--- src/rtl/issue_scheduler.sv ---
// issue_scheduler
//   Oldest-first select and wakeup controller for an ENTRIES-slot issue queue.
//   Dispatch allocates slots with two source tags. Result broadcasts wake
//   those tags. Each cycle the oldest fully-ready slot is offered to the single
//   execution port. A slot whose functional-unit occupancy is greater than one
//   cycle (the divider) is held back while the divider is still busy.
//
// Ports
//   clk, rst          clock (rising edge), synchronous active-high reset
//   flush_i           kill every entry, the offer lock and the busy counter
//   alloc_valid_i     allocate slot alloc_idx_i this cycle
//   alloc_idx_i       slot being allocated (must currently be free)
//   alloc_src_tag_i   {src1_tag, src0_tag}
//   alloc_src_rdy_i   {src1_rdy, src0_rdy} at dispatch
//   alloc_occ_i       FU occupancy in cycles (0/1 = pipelined)
//   wake_valid_i      per-port broadcast valid
//   wake_tag_i        per-port broadcast tag, port 0 in the low bits
//   free_mask_o       1 = slot free
//   issue_valid_o     a slot is offered to execute
//   issue_idx_o       offered slot
//   issue_ready_i     execute accepts the offered slot
//   fu_busy_o         the non-pipelined FU is occupied
module issue_scheduler #(
  parameter int ENTRIES    = 8,
  parameter int TAG_W      = 6,
  parameter int WAKE_PORTS = 2,
  parameter int LAT_W      = 4
) (
  input  logic                        clk,
  input  logic                        rst,
  input  logic                        flush_i,
  input  logic                        alloc_valid_i,
  input  logic [$clog2(ENTRIES)-1:0]  alloc_idx_i,
  input  logic [2*TAG_W-1:0]          alloc_src_tag_i,
  input  logic [1:0]                  alloc_src_rdy_i,
  input  logic [LAT_W-1:0]            alloc_occ_i,
  input  logic [WAKE_PORTS-1:0]       wake_valid_i,
  input  logic [WAKE_PORTS*TAG_W-1:0] wake_tag_i,
  output logic [ENTRIES-1:0]          free_mask_o,
  output logic                        issue_valid_o,
  output logic [$clog2(ENTRIES)-1:0]  issue_idx_o,
  input  logic                        issue_ready_i,
  output logic                        fu_busy_o
);

  localparam int IDX_W = $clog2(ENTRIES);

  // Control state (reset)
  logic [ENTRIES-1:0] valid;
  logic [ENTRIES-1:0] older [ENTRIES];   // older[i][j]: slot i older than slot j
  logic               lock_vld;
  logic [IDX_W-1:0]   lock_idx;
  logic [LAT_W-1:0]   busy_cnt;

  // Payload state (only meaningful while the slot is valid)
  logic [1:0]         rdy [ENTRIES];
  logic [TAG_W-1:0]   tag [ENTRIES][2];
  logic [LAT_W-1:0]   occ [ENTRIES];

  logic [ENTRIES-1:0] cand;
  logic [ENTRIES-1:0] grant;
  logic [IDX_W-1:0]   sel_idx;
  logic [ENTRIES-1:0] valid_nxt;
  logic               accept;
  logic               alloc_ok;
  logic [1:0]         alloc_hit;

  function automatic logic wake_hit(input logic [TAG_W-1:0]            t,
                                    input logic [WAKE_PORTS-1:0]       wv,
                                    input logic [WAKE_PORTS*TAG_W-1:0] wt);
    logic hit;
    hit = 1'b0;
    for (int p = 0; p < WAKE_PORTS; p++) begin
      if (wv[p] && (wt[p*TAG_W +: TAG_W] == t)) hit = 1'b1;
    end
    return hit;
  endfunction

  // Select: decoded from registered state only
  assign fu_busy_o = (busy_cnt != '0);

  always_comb begin
    cand = '0;
    for (int i = 0; i < ENTRIES; i++) begin
      cand[i] = valid[i] & rdy[i][0] & rdy[i][1]
              & ~((occ[i] > LAT_W'(1)) & fu_busy_o);
    end
  end

  // A candidate wins when no other candidate is older than it; the age
  // matrix is a total order over valid slots, so the grant is one-hot.
  always_comb begin
    grant   = '0;
    sel_idx = '0;
    for (int i = 0; i < ENTRIES; i++) begin
      logic blocked;
      blocked = 1'b0;
      for (int j = 0; j < ENTRIES; j++) begin
        if ((j != i) && cand[j] && older[j][i]) blocked = 1'b1;
      end
      grant[i] = cand[i] & ~blocked;
    end
    for (int i = 0; i < ENTRIES; i++) begin
      if (grant[i]) sel_idx = sel_idx | IDX_W'(i);
    end
  end

  // A held offer keeps its slot even if an older slot becomes ready.
  assign issue_valid_o = lock_vld | (|cand);
  assign issue_idx_o   = lock_vld ? lock_idx : sel_idx;
  assign free_mask_o   = ~valid;

  assign accept   = issue_valid_o & issue_ready_i;
  assign alloc_ok = alloc_valid_i & ~valid[alloc_idx_i] & ~flush_i;

  always_comb begin
    alloc_hit[0] = wake_hit(alloc_src_tag_i[0 +: TAG_W], wake_valid_i, wake_tag_i);
    alloc_hit[1] = wake_hit(alloc_src_tag_i[TAG_W +: TAG_W], wake_valid_i, wake_tag_i);
  end

  always_comb begin
    valid_nxt = valid;
    if (accept)   valid_nxt[issue_idx_o] = 1'b0;
    if (alloc_ok) valid_nxt[alloc_idx_i] = 1'b1;
    if (flush_i)  valid_nxt = '0;
  end

  // Control registers: validity, age, offer lock, divider busy counter
  always_ff @(posedge clk) begin
    if (rst) begin
      valid    <= '0;
      lock_vld <= 1'b0;
      lock_idx <= '0;
      busy_cnt <= '0;
      for (int i = 0; i < ENTRIES; i++) older[i] <= '0;
    end else begin
      valid <= valid_nxt;

      if (flush_i || accept) begin
        lock_vld <= 1'b0;
      end else if (issue_valid_o) begin
        lock_vld <= 1'b1;
        lock_idx <= issue_idx_o;
      end

      // Flush wins over an accept in the same cycle: no counter load.
      if (flush_i) begin
        busy_cnt <= '0;
      end else if (accept && (occ[issue_idx_o] > LAT_W'(1))) begin
        busy_cnt <= occ[issue_idx_o] - LAT_W'(1);
      end else if (busy_cnt != '0) begin
        busy_cnt <= busy_cnt - LAT_W'(1);
      end

      // New entry becomes the youngest: every valid slot is older than it,
      // and it is older than nothing.
      if (alloc_ok) begin
        for (int j = 0; j < ENTRIES; j++) begin
          if (valid[j]) older[j][alloc_idx_i] <= 1'b1;
        end
        older[alloc_idx_i] <= '0;
      end
    end
  end

  // Payload registers: tags, occupancy, readiness with same-cycle bypass
  always_ff @(posedge clk) begin
    for (int i = 0; i < ENTRIES; i++) begin
      if (alloc_ok && (alloc_idx_i == IDX_W'(i))) begin
        tag[i][0] <= alloc_src_tag_i[0 +: TAG_W];
        tag[i][1] <= alloc_src_tag_i[TAG_W +: TAG_W];
        occ[i]    <= alloc_occ_i;
        rdy[i]    <= alloc_src_rdy_i | alloc_hit;
      end else begin
        for (int s = 0; s < 2; s++) begin
          if (valid[i] && wake_hit(tag[i][s], wake_valid_i, wake_tag_i))
            rdy[i][s] <= 1'b1;
        end
      end
    end
  end

endmodule

--- config.mk ---
export PLATFORM = sky130hd
export DESIGN_NAME = issue_scheduler
export DESIGN_NICKNAME = d
export VERILOG_FILES = /design/src/rtl/issue_scheduler.sv
export SDC_FILE = /design/constraint.sdc
export NUM_CORES = 1
export LEC_CHECK = 0
export CELL_PAD_IN_SITES_DETAIL_PLACEMENT = 0
export CELL_PAD_IN_SITES_GLOBAL_PLACEMENT = 1
export CORE_MARGIN = 5
export CORE_UTILIZATION = 33
export CTS_CLUSTER_DIAMETER = 50
export DETAILED_ROUTE_END_ITERATION = 10
export DONT_BUFFER_PORTS = 1
export GPL_TIMING_DRIVEN = 0
export PLACE_DENSITY = 0.65
export SYNTH_ARGS = -nofsm -noshare
export SYNTH_HDL_FRONTEND = slang
export SYNTH_SLANG_ARGS = --single-unit
--- constraint.sdc ---
create_clock -name clk -period 5.5 [get_ports clk]
set_input_delay 1.1 -clock clk [delete_from_list [all_inputs] [get_ports clk]]
set_output_delay 1.1 -clock clk [all_outputs]
set_load 0.005 [all_outputs]
Word level (Yosys, flattened, before mapping):

Memory sizes are Yosys's and may differ from the RTL's.
Cells that the tools add are included.

* input bits: 40
* memories: 4
* word-level logic and storage cells: 688
* bits in writable memories: 208
* bits in registers: 16

* mux-type cells: 342
* add/subtract/negate cells: 2
* reduce and logical (&&, ||, !) cells: 134
* order comparisons: 13
* bitwise gates (word level): 146
* equal/unequal tests: 43

Memories
* tag: words 8, bits a word 12, read ports 8, clocked after Yosys merged registers in 0, wr ports 1, line 57 `logic [TAG_W-1:0] tag [ENTRIES][2];`
* older: words 8, bits a word 8, read ports 8, clocked after Yosys merged registers in 0, wr ports 9, line 50 `logic [ENTRIES-1:0] older [ENTRIES];`
* occ: words 8, bits a word 4, read ports 9, clocked after Yosys merged registers in 0, wr ports 1, line 58 `logic [LAT_W-1:0] occ [ENTRIES];`
* rdy: words 8, bits a word 2, read ports 8, clocked after Yosys merged registers in 0, wr ports 8, line 56 `logic [1:0] rdy [ENTRIES];`

Operators with widths (number)
* 2-to-1 mux 1 bit: 292
* == test 6 bit: 36
* logical AND 1 bit: 112
* 2-to-1 mux 12 bit: 7
* OR reduction 12 bit: 7
* OR 1 bit: 81
* 2-to-1 mux 8 bit: 10
* 2-to-1 mux 3 bit: 19
* AND 1 bit: 42
* greater-than comparator 4 x 1 -> 1 bit, second input constant: 9
* 2-to-1 mux 4 bit: 9
* OR reduction 4 bit: 7
* NOT 1 bit: 18
* NOT 8 bit: 2
* == test 3 bit, second input constant: 4
* AND 8 bit: 1
* < comparator 3 x 4 -> 1 bit, second input constant: 2
* OR 8 bit: 1
* OR reduction 8 bit: 1
* subtractor 4 x 1 -> 4 bit, second input constant: 2
* demux 1 bit (select 3 bit): 2
* == test 3 x 2 -> 1 bit, second input constant: 2
* greater-or-equal comparator 3 x 1 -> 1 bit, second input constant: 2
* 2-to-1 mux 2 bit: 2
* 9 further kinds: 10

Longest topological paths before layout:

Gate-level depths: netlist (run 1).
An unclocked memory read counts as a cell.

* depth in word-level cells: 32
* gate-level depth with buffers: 20

Least setup slack after synthesis (run 1):

Ideal clock, no wire load.

* kind: input port to flip-flop
* start: in alloc_idx_i[0]
* end: mem occ[1][0], enable pin
* setup slack: 1.877 ns
* library setup time: 0.387 ns
* cell stages on the path: 5
* data arrival time: 3.237 ns
* buffers on the path: 1
* data required time: 5.113 ns
* cells stage by stage: mux4_2 -> nor4b_1 -> nand2_1 -> nor2_1 -> clkbuf_1

* word-level cells in the longest chain between the ends: 16

RTL lines
* start, declared: line 33 `input logic [$clog2(ENTRIES)-1:0] alloc_idx_i,`
* binary-select mux 1 bit (select 3 bit): line 114 `assign alloc_ok = alloc_valid_i & ~valid[alloc_idx_i] & ~flush_i;`
* 2-to-1 mux 1 bit (not written as such): line 114
* NOT 1 bit: line 114
* AND 1 bit (2 in a row): line 114
* logical AND 1 bit: line 169 `if (alloc_ok && (alloc_idx_i == IDX_W'(i))) begin`
* 2-to-1 mux 1 bit: line 169
* 2-to-1 mux 1 bit (not written as such): line 172 `occ[i] <= alloc_occ_i;`
* OR reduction 4 bit (no line)
* 2-to-1 mux 3 bit (no line) / 2-to-1 mux 1 bit (equally long branches) (7 in a row)
* end, declared: line 58

Parallel ways exist; a longest one is shown, timed or not. The select of a mux whose other input is x is not followed.

Worst setup path in the final report (run 1):

* start: reg busy_cnt[0]
* end: out issue_idx_o[2]

* word-level cells in the longest chain between the ends: 19

RTL lines
* start, declared: line 53 `logic [LAT_W-1:0] busy_cnt;`
* start signal, assigned: line 150 `busy_cnt <= occ[issue_idx_o] - LAT_W'(1);`
* start signal, assigned: line 152 `busy_cnt <= busy_cnt - LAT_W'(1);`
* nonzero test 4 bit (*): line 80 `assign fu_busy_o = (busy_cnt != '0);`
* net fu_busy_o: line 43 `output logic fu_busy_o`
* AND 1 bit: line 86 `& ~((occ[i] > LAT_W'(1)) & fu_busy_o);`
* NOT 1 bit: line 86
* AND 1 bit: line 86
* logical AND 1 bit: line 99 `if ((j != i) && cand[j] && older[j][i]) blocked = 1'b1;`
* 2-to-1 mux 1 bit (7 in a row): line 99
* NOT 1 bit: line 101 `grant[i] = cand[i] & ~blocked;`
* AND 1 bit: line 101
* 2-to-1 mux 3 bit (3 in a row): line 104 `if (grant[i]) sel_idx = sel_idx | IDX_W'(i);`
* 2-to-1 mux 3 bit (*): line 104
* 2-to-1 mux 3 bit (*): line 110 `assign issue_idx_o = lock_vld ? lock_idx : sel_idx;`
* end, declared: line 41 `output logic [$clog2(ENTRIES)-1:0] issue_idx_o,`

Mark *: on every way through the listed nets, which the timed path passes. The rest lies on a longest branch.

==> results of run 1 <==
-- cells by family after synthesis --
family | after synthesis | share of synthesized area
simple gates | 251 | 0.130
xor+xnor | 218 | 0.181
flops | 209 | 0.530
compound gates | 145 | 0.102
buf+inv | 76 | 0.0315
mux | 21 | 0.0211
fa+ha+maj | 4 | 0.00474
-- synthesized netlist by cell type, types with 3 or more instances --
library cell               count  share of area
sky130_fd_sc_hd__dfxtp_1      67           0.13
sky130_fd_sc_hd__xnor2_1     116          0.096
sky130_fd_sc_hd__nor3_1       45          0.021
sky130_fd_sc_hd__o21a_2        3         0.0025
sky130_fd_sc_hd__a21oi_1      59          0.028
sky130_fd_sc_hd__nand2b_1      7         0.0041
sky130_fd_sc_hd__nand3_1      10         0.0047
sky130_fd_sc_hd__inv_1        18         0.0064
sky130_fd_sc_hd__o21ai_0      26          0.012
sky130_fd_sc_hd__a41oi_4       4          0.010
sky130_fd_sc_hd__xor2_1      102          0.085
sky130_fd_sc_hd__nor2b_1       3         0.0018
sky130_fd_sc_hd__o211a_1       6         0.0057
sky130_fd_sc_hd__edfxtp_1    142           0.40
sky130_fd_sc_hd__nand4_1      43          0.025
sky130_fd_sc_hd__a22oi_1      16          0.011
sky130_fd_sc_hd__ha_1          4         0.0047
sky130_fd_sc_hd__or3_1         6         0.0036
sky130_fd_sc_hd__nand2_1      40          0.014
sky130_fd_sc_hd__a211oi_1      3         0.0021
sky130_fd_sc_hd__mux2i_1      20          0.019
sky130_fd_sc_hd__nor4_1       33          0.020
sky130_fd_sc_hd__buf_1         7         0.0025
sky130_fd_sc_hd__clkbuf_1     44          0.016
sky130_fd_sc_hd__and3_1        7         0.0041
sky130_fd_sc_hd__nor2_1       36          0.013
sky130_fd_sc_hd__a21oi_4       3         0.0046
-- path summary, 6_finish.rpt --
check	cells past startpoint	from	to	slack, ps
max reg2reg	19	busy_cnt[0]	busy_cnt[1]	1270
min reg2reg	2	older[7][5]	older[7][5]	480
max	11	busy_cnt[0]	issue_idx_o[2]	1010
min	2	older[7][5]	older[7][5]	480
-- area by class of cell --
| class | instances | area, um2 |
|---|---|---|
| fill | 3096 | 19500 |
| sequential | 209 | 5610 |
| multi-input combinational | 639 | 4630 |
| clock buffer | 33 | 719 |
| tap | 402 | 503 |
| buffer | 56 | 263 |
| clock inverter | 19 | 210 |
| inverter | 20 | 77.6 |
-- flip-flops by register name, summed over array words and instances, names as in the netlist --
| register | cells |
|---|---|
| older | 49 |
| tag | 96 |
| rdy | 16 |
| lock_idx | 3 |
| busy_cnt | 4 |
| valid | 8 |
| occ | 32 |
| lock_vld | 1 |
-- metrics by stage --
stage          cells  utilization
6_report        1378        0.381
5_1_grt         1378        0.381
4_1_cts         1378        0.381
3_5_place_dp    1326        0.351
3_3_place_gp    1326        0.351
2_1_floorplan    924            -
-- worst max-delay path, stage by stage, from the launching register on --
cell                        delay (ps)
sky130_fd_sc_hd__dfxtp_1           350
sky130_fd_sc_hd__inv_1              70
sky130_fd_sc_hd__ha_1              200
sky130_fd_sc_hd__nor3b_4           190
sky130_fd_sc_hd__inv_4              90
sky130_fd_sc_hd__buf_6             180
sky130_fd_sc_hd__a21oi_1           130
sky130_fd_sc_hd__a2111oi_2         430
sky130_fd_sc_hd__nand4_2           280
sky130_fd_sc_hd__a41oi_4           460
sky130_fd_sc_hd__buf_12            200
sky130_fd_sc_hd__buf_4             240
-- per-layer routing --
metal | up-vias | GRT usage | part of all wire
met2 | 166 | 0.297 | 0.49
met3 | 44 | 0.0197 | 0.040
met5 | - | 0 | 0
li1 | 3413 | - | -
met1 | 3681 | 0.234 | 0.45
met4 | 0 | 0.0437 | 0.021
-- placed cells by master, fill, tap and decap left out, types with 36 or more instances in the layout --
cell                       count
sky130_fd_sc_hd__nor2_1       36
sky130_fd_sc_hd__nor3_1       45
sky130_fd_sc_hd__xor2_1      102
sky130_fd_sc_hd__nand4_1      43
sky130_fd_sc_hd__dfxtp_1      67
sky130_fd_sc_hd__a21oi_1      59
sky130_fd_sc_hd__clkbuf_1     46
sky130_fd_sc_hd__xnor2_1     116
sky130_fd_sc_hd__edfxtp_1    142
sky130_fd_sc_hd__nand2_1      40
-- power by group through the flow --
stage	clock (mW)	combinational [mW]	sequential (mW)
floorplan	0	0.323	1.75
global route	1.91	0.460	1.73
CTS	1.84	0.428	1.73
finish	1.81	0.425	1.73
global placement	0	0.426	1.76
detailed placement	0	0.426	1.76
==> flow_metrics.py, run 1 <==
metrics = {
    "power": {
        "power.share.switching": 0.255,
        "combinationalPowerShare": 0.107,
        "power-per-cell-area_nw_per_um2": 330,
        "p_sw_mw": 1.01,
        "power.sequential.fraction": 0.436,
        "vdd_ir_drop_max_v": 0.000241,
        "power.share.clock": 0.457,
        "power.total_mw": 3.96,
        "internal_power_mw": 2.95,
        "power.leakage_nw": 3.88,
    },
    "routing": {
        "post-route-drc-count": 0,
        "drt_pre_antenna_iters": 5,
        "route.final.wire_length_um": 31900,
        "drt_iter0_drc": 527,
        "wl_per_cell_um": 23.1,
        "drt-vias-per-instance": 5.30,
        "remaining_antenna_violation_count": 0,
        "num_vias": 7304,
    },
    "synthesis": {
        "number_of_synthesized_register_bits": 209,
        "synth.lib_cells_used.distinct": 71,
        "synth.yosys.warnings": 0,
        "synth_enable_flop_cells": 142,
        "postSynth.topFlopCell": "sky130_fd_sc_hd__edfxtp_1",
        "synth_area_per_cell_um2": 11.4,
        "async_reset_ff_frac": 0,
        "synth_fp_nets": 968,
        "postSynthCellCount": 924,
        "yosysSeqAreaShare": 0.530,
        "post_synth_instance_area_um2": 10600,
    },
    "sta": {
        "final.setup.worst_slack_ps": 1010,
        "timing.max_slew.rel_slack": 0.164,
        "fin_tns_setup_ps": 0,
        "final_period_minus_worst_setup_slack_ps": 4490,
        "clock_skew_ps": 23.6,
        "drv_slew": 0,
        "hold_violations": 0,
        "hold_ws_ps": 479,
        "max_freq_mhz": 223,
        "rsz_0062_raised_after_global_routing": "false",
        "finalSetupViolCount": 0,
        "fin_crit_sh": 0.816,
        "worst_slew_pin_slew_ps": 1240,
    },
    "clock_tree": {
        "clock-sinks": 209,
        "clk_latency_ps": 550,
        "cts_hold_buf": 0,
        "clock_pin_slew_on_the_worst_setup_and_hold_paths_ps": 50,
        "cts_resized": 0,
        "cts_tree": "built",
        "cts_buffer_count": 28,
        "clock_h_tree_levels": 1,
        "postCtsSetupRepairBufs": 0,
        "cts_root_buffer": "sky130_fd_sc_hd__clkbuf_16",
        "clock_tree.buffer_depth": 3,
    },
    "floorplanning": {
        "pin_count": 53,
        "floorplan.initialDensity": 0.335,
        "rows": 65,
        "die_h_um": 189,
        "die-area_um2": 35700,
        "die_x_um": 189,
        "design.core.area_um2": 31600,
    },
    "global_route": {
        "overflow_left_after_global_routing": 0,
        "pin_count_of_the_biggest_net_entering_global_routing": 26,
        "gr-usage-all-layers": 0.173,
        "grt_first_pass_wirelength_um": 47000,
        "number_of_global_route_vias_before_repair": 7405,
        "antenna_found_initial": 0,
    },
    "finish": {
        "layout-area-overhead-vs-synth_pct": 13.6,
        "finish.instance_area_um2": 12000,
        "design.final.nets": 998,
        "drive_gt1_frac": 0.0922,
        "antenna_cells": 0,
    },
    "outcome": {
        "status": "finished clean",
    },
    "place": {
        "dp_slack_ps": 1280,
        "port_buffers": 0,
        "hpwl_um": 22000,
        "gpl.final_weighted_congestion": 0.817,
        "dpl_cell_area_um2": 11100,
    },
    "worst_setup_path": {
        "timing_worst_setup_path_type": "flip-flop to output pin",
        "end_kind": "output pin",
        "cp.required_ps": 4400,
        "critical_path.max_fanout": 10,
        "timing.critical_path.from_type": "flip-flop",
        "critPathArrivalTime_ps": 3390,
    },
    "hold_path": {
        "hold_class": "flip-flop to flip-flop",
    },
    "job": {
        "max_cap_violations": 0,
    },
}
Power figures use the tool's default switching activity.
==> inputs of run 2 (changes only) <==
PLACE_DENSITY = 0.67   (was 0.65)
clock period = 4.07 ns   (was 5.5 ns; I/O delays follow)
==> run 2 against run 1 <==
Effect of this change: sequential share of layout area decreased by 1.2 points; register-to-register slack lost 1100 ps; final area is 2.7% higher; global-route usage increased by 0.15 points; non-clock buffer count up 19; via count up 1.4%; combinational power up 42%; critical path depth is 5 lower; clock power is 48% higher; setup slack worse by 800 ps.
==> flow_metrics.py, run 2 (synthesized netlist as in run 1, its figures left out) <==
metrics = {
    "finish": {
        "antenna_cells": 0,
        "top_register": "tag",
        "largest_register_ff_count": 96,
        "stdcell_count": 1396,
        "top_registers": "tag x96, older x49, occ x32",
        "final_cell_mix": "sky130_fd_sc_hd__edfxtp_1, sky130_fd_sc_hd__xnor2_1, sky130_fd_sc_hd__xor2_1",
        "drive_gt1_frac": 0.121,
        "num-fill-cells": 3065,
        "design.final.nets": 1017,
        "layout-area-overhead-vs-synth_pct": 16.6,
        "layout.cells.most_common": "sky130_fd_sc_hd__edfxtp_1",
    },
    "routing": {
        "remaining_antenna_violation_count": 0,
        "drt_iter0_drc": 503,
        "post-route-drc-count": 0,
        "route.final.wire_length_um": 31600,
        "wl_per_cell_um": 22.6,
        "drt_pre_antenna_iters": 5,
        "drt-vias-per-instance": 5.31,
        "num_vias": 7407,
    },
    "global_route": {
        "antenna_found_initial": 0,
        "overflow_left_after_global_routing": 0,
        "gr-usage-all-layers": 0.175,
        "pin_count_of_the_biggest_net_entering_global_routing": 26,
        "grt_first_pass_wirelength_um": 47600,
        "number_of_global_route_vias_before_repair": 7518,
    },
    "floorplanning": {
        "die_h_um": 189,
        "pin_count": 53,
        "floorplan.initialDensity": 0.335,
        "die_x_um": 189,
        "die-area_um2": 35700,
        "rows": 65,
        "design.core.area_um2": 31600,
    },
    "sta": {
        "hold_ws_ps": 367,
        "clock_skew_ps": 10.1,
        "max_freq_mhz": 259,
        "hold_violations": 0,
        "fin_crit_sh": 0.948,
        "final.setup.worst_slack_ps": 210,
        "fin_tns_setup_ps": 0,
        "finalSetupViolCount": 0,
        "final_period_minus_worst_setup_slack_ps": 3860,
        "drv_slew": 0,
        "timing.max_slew.rel_slack": 0.165,
        "worst_slew_pin_slew_ps": 1240,
        "rsz_0062_raised_after_global_routing": "false",
    },
    "worst_setup_path": {
        "timing_worst_setup_path_type": "flip-flop to flip-flop",
        "end_kind": "flip-flop",
        "critPathBufInv": 2,
        "critical_path.max_fanout": 25,
        "timing.critical_path.from_type": "flip-flop",
        "critPathArrivalTime_ps": 4020,
        "slowest_delay_ps": 970,
        "cp.required_ps": 4230,
        "cpLargestDelayFamily": "simple AND/OR/NAND/NOR gates",
        "critPathSlowestCell": "sky130_fd_sc_hd__nor4b_1",
        "cp_cell_sequence": "clkbuf_1 > mux4_2 > nor4b_1 > nand2_1 > nor2_1 > clkbuf_2",
    },
    "power": {
        "vdd_ir_drop_max_v": 0.000334,
        "power-per-cell-area_nw_per_um2": 455,
        "power.total_mw": 5.61,
        "power.leakage_nw": 4.03,
    },
    "outcome": {
        "status": "finished clean",
    },
    "clock_tree": {
        "clock_pin_slew_on_the_worst_setup_and_hold_paths_ps": 60,
        "clk_latency_ps": 540,
        "cts_tree": "built",
        "cts_buffer_count": 27,
        "clock_h_tree_levels": 1,
        "clock-sinks": 209,
        "cts_root_buffer": "sky130_fd_sc_hd__clkbuf_16",
        "clock_tree.buffer_depth": 3,
    },
    "job": {
        "max_cap_violations": 0,
    },
    "place": {
        "port_buffers": 0,
        "dp_slack_ps": -115,
        "gpl.final_weighted_congestion": 0.838,
        "dp_cells": 1327,
        "hpwl_um": 21500,
    },
    "hold_path": {
        "hold_class": "input pin to flip-flop",
    },
}
## run 2: cell count changes in the layout (fill, tap and decap cells not counted), sizes merged
cell,delta
inv,+1
clkinv,-3
buf,+19
bufinv,+4
clkbuf,-4
a41oi,+1
## run 2: worst register-to-register path, stage by stage, from the launching register on
cell,delay [ps]
sky130_fd_sc_hd__dfxtp_1,330
sky130_fd_sc_hd__clkbuf_1,310
sky130_fd_sc_hd__mux4_2,540
sky130_fd_sc_hd__nor4b_1,970
sky130_fd_sc_hd__nand2_1,230
sky130_fd_sc_hd__nor2_1,400
sky130_fd_sc_hd__clkbuf_2,690
## run 2: where the power goes
part           internal [mW]  switching [mW]  leakage [nW]  total (mW)
clock                   1.69           0.980         0.482        2.67
combinational          0.238           0.367          1.73       0.605
sequential              2.31          0.0282          1.82        2.33
total                   4.24            1.38          4.03        5.61
## run 2: per-stage QoR
step / instance area [um2] / utilization
4_1_cts: 12200 / 0.386
2_1_floorplan: 10600 / -
5_1_grt: 12300 / 0.391
3_5_place_dp: 11100 / 0.352
6_report: 12300 / 0.391
3_3_place_gp: 11100 / 0.351
## run 2: worst paths after layout
| check | startpoint | end | depth (start not counted) | slack [ps] |
|---|---|---|---|---|
| max | valid[1] | tag[0][18] | 6 | 210 |
| min | alloc_occ_i[2] | occ[4][2] | 0 | 370 |
| max reg2reg | valid[1] | tag[0][18] | 6 | 210 |
| min reg2reg | older[7][2] | older[7][2] | 2 | 480 |
## run 2: metal layers
metal  share of wire  GRT usage
met3           0.065     0.0348
met4           0.023     0.0530
met5               0          0
met2            0.47      0.284
met1            0.44      0.236
## run 2: cell type report
| cell class | count | area [um2] | area share |
|---|---|---|---|
| multi-input combinational | 640 | 4690 | 0.381 |
| buffer | 56 | 269 | 0.0218 |
| clock inverter | 21 | 318 | 0.0258 |
| clock buffer | 29 | 693 | 0.0562 |
| sequential | 209 | 5610 | 0.455 |
| timing repair buffer | 19 | 166 | 0.0135 |
| inverter | 20 | 77.6 | 0.00629 |
| tap | 402 | 503 | 0.0408 |
## run 2: repair_timing
action,CTS,global route
gates cloned,1,0
hold buffers,0,0
buffers inserted,8,10
pin swaps,5,9
setup endpoints to repair,4,4
gates resized for setup,1,13
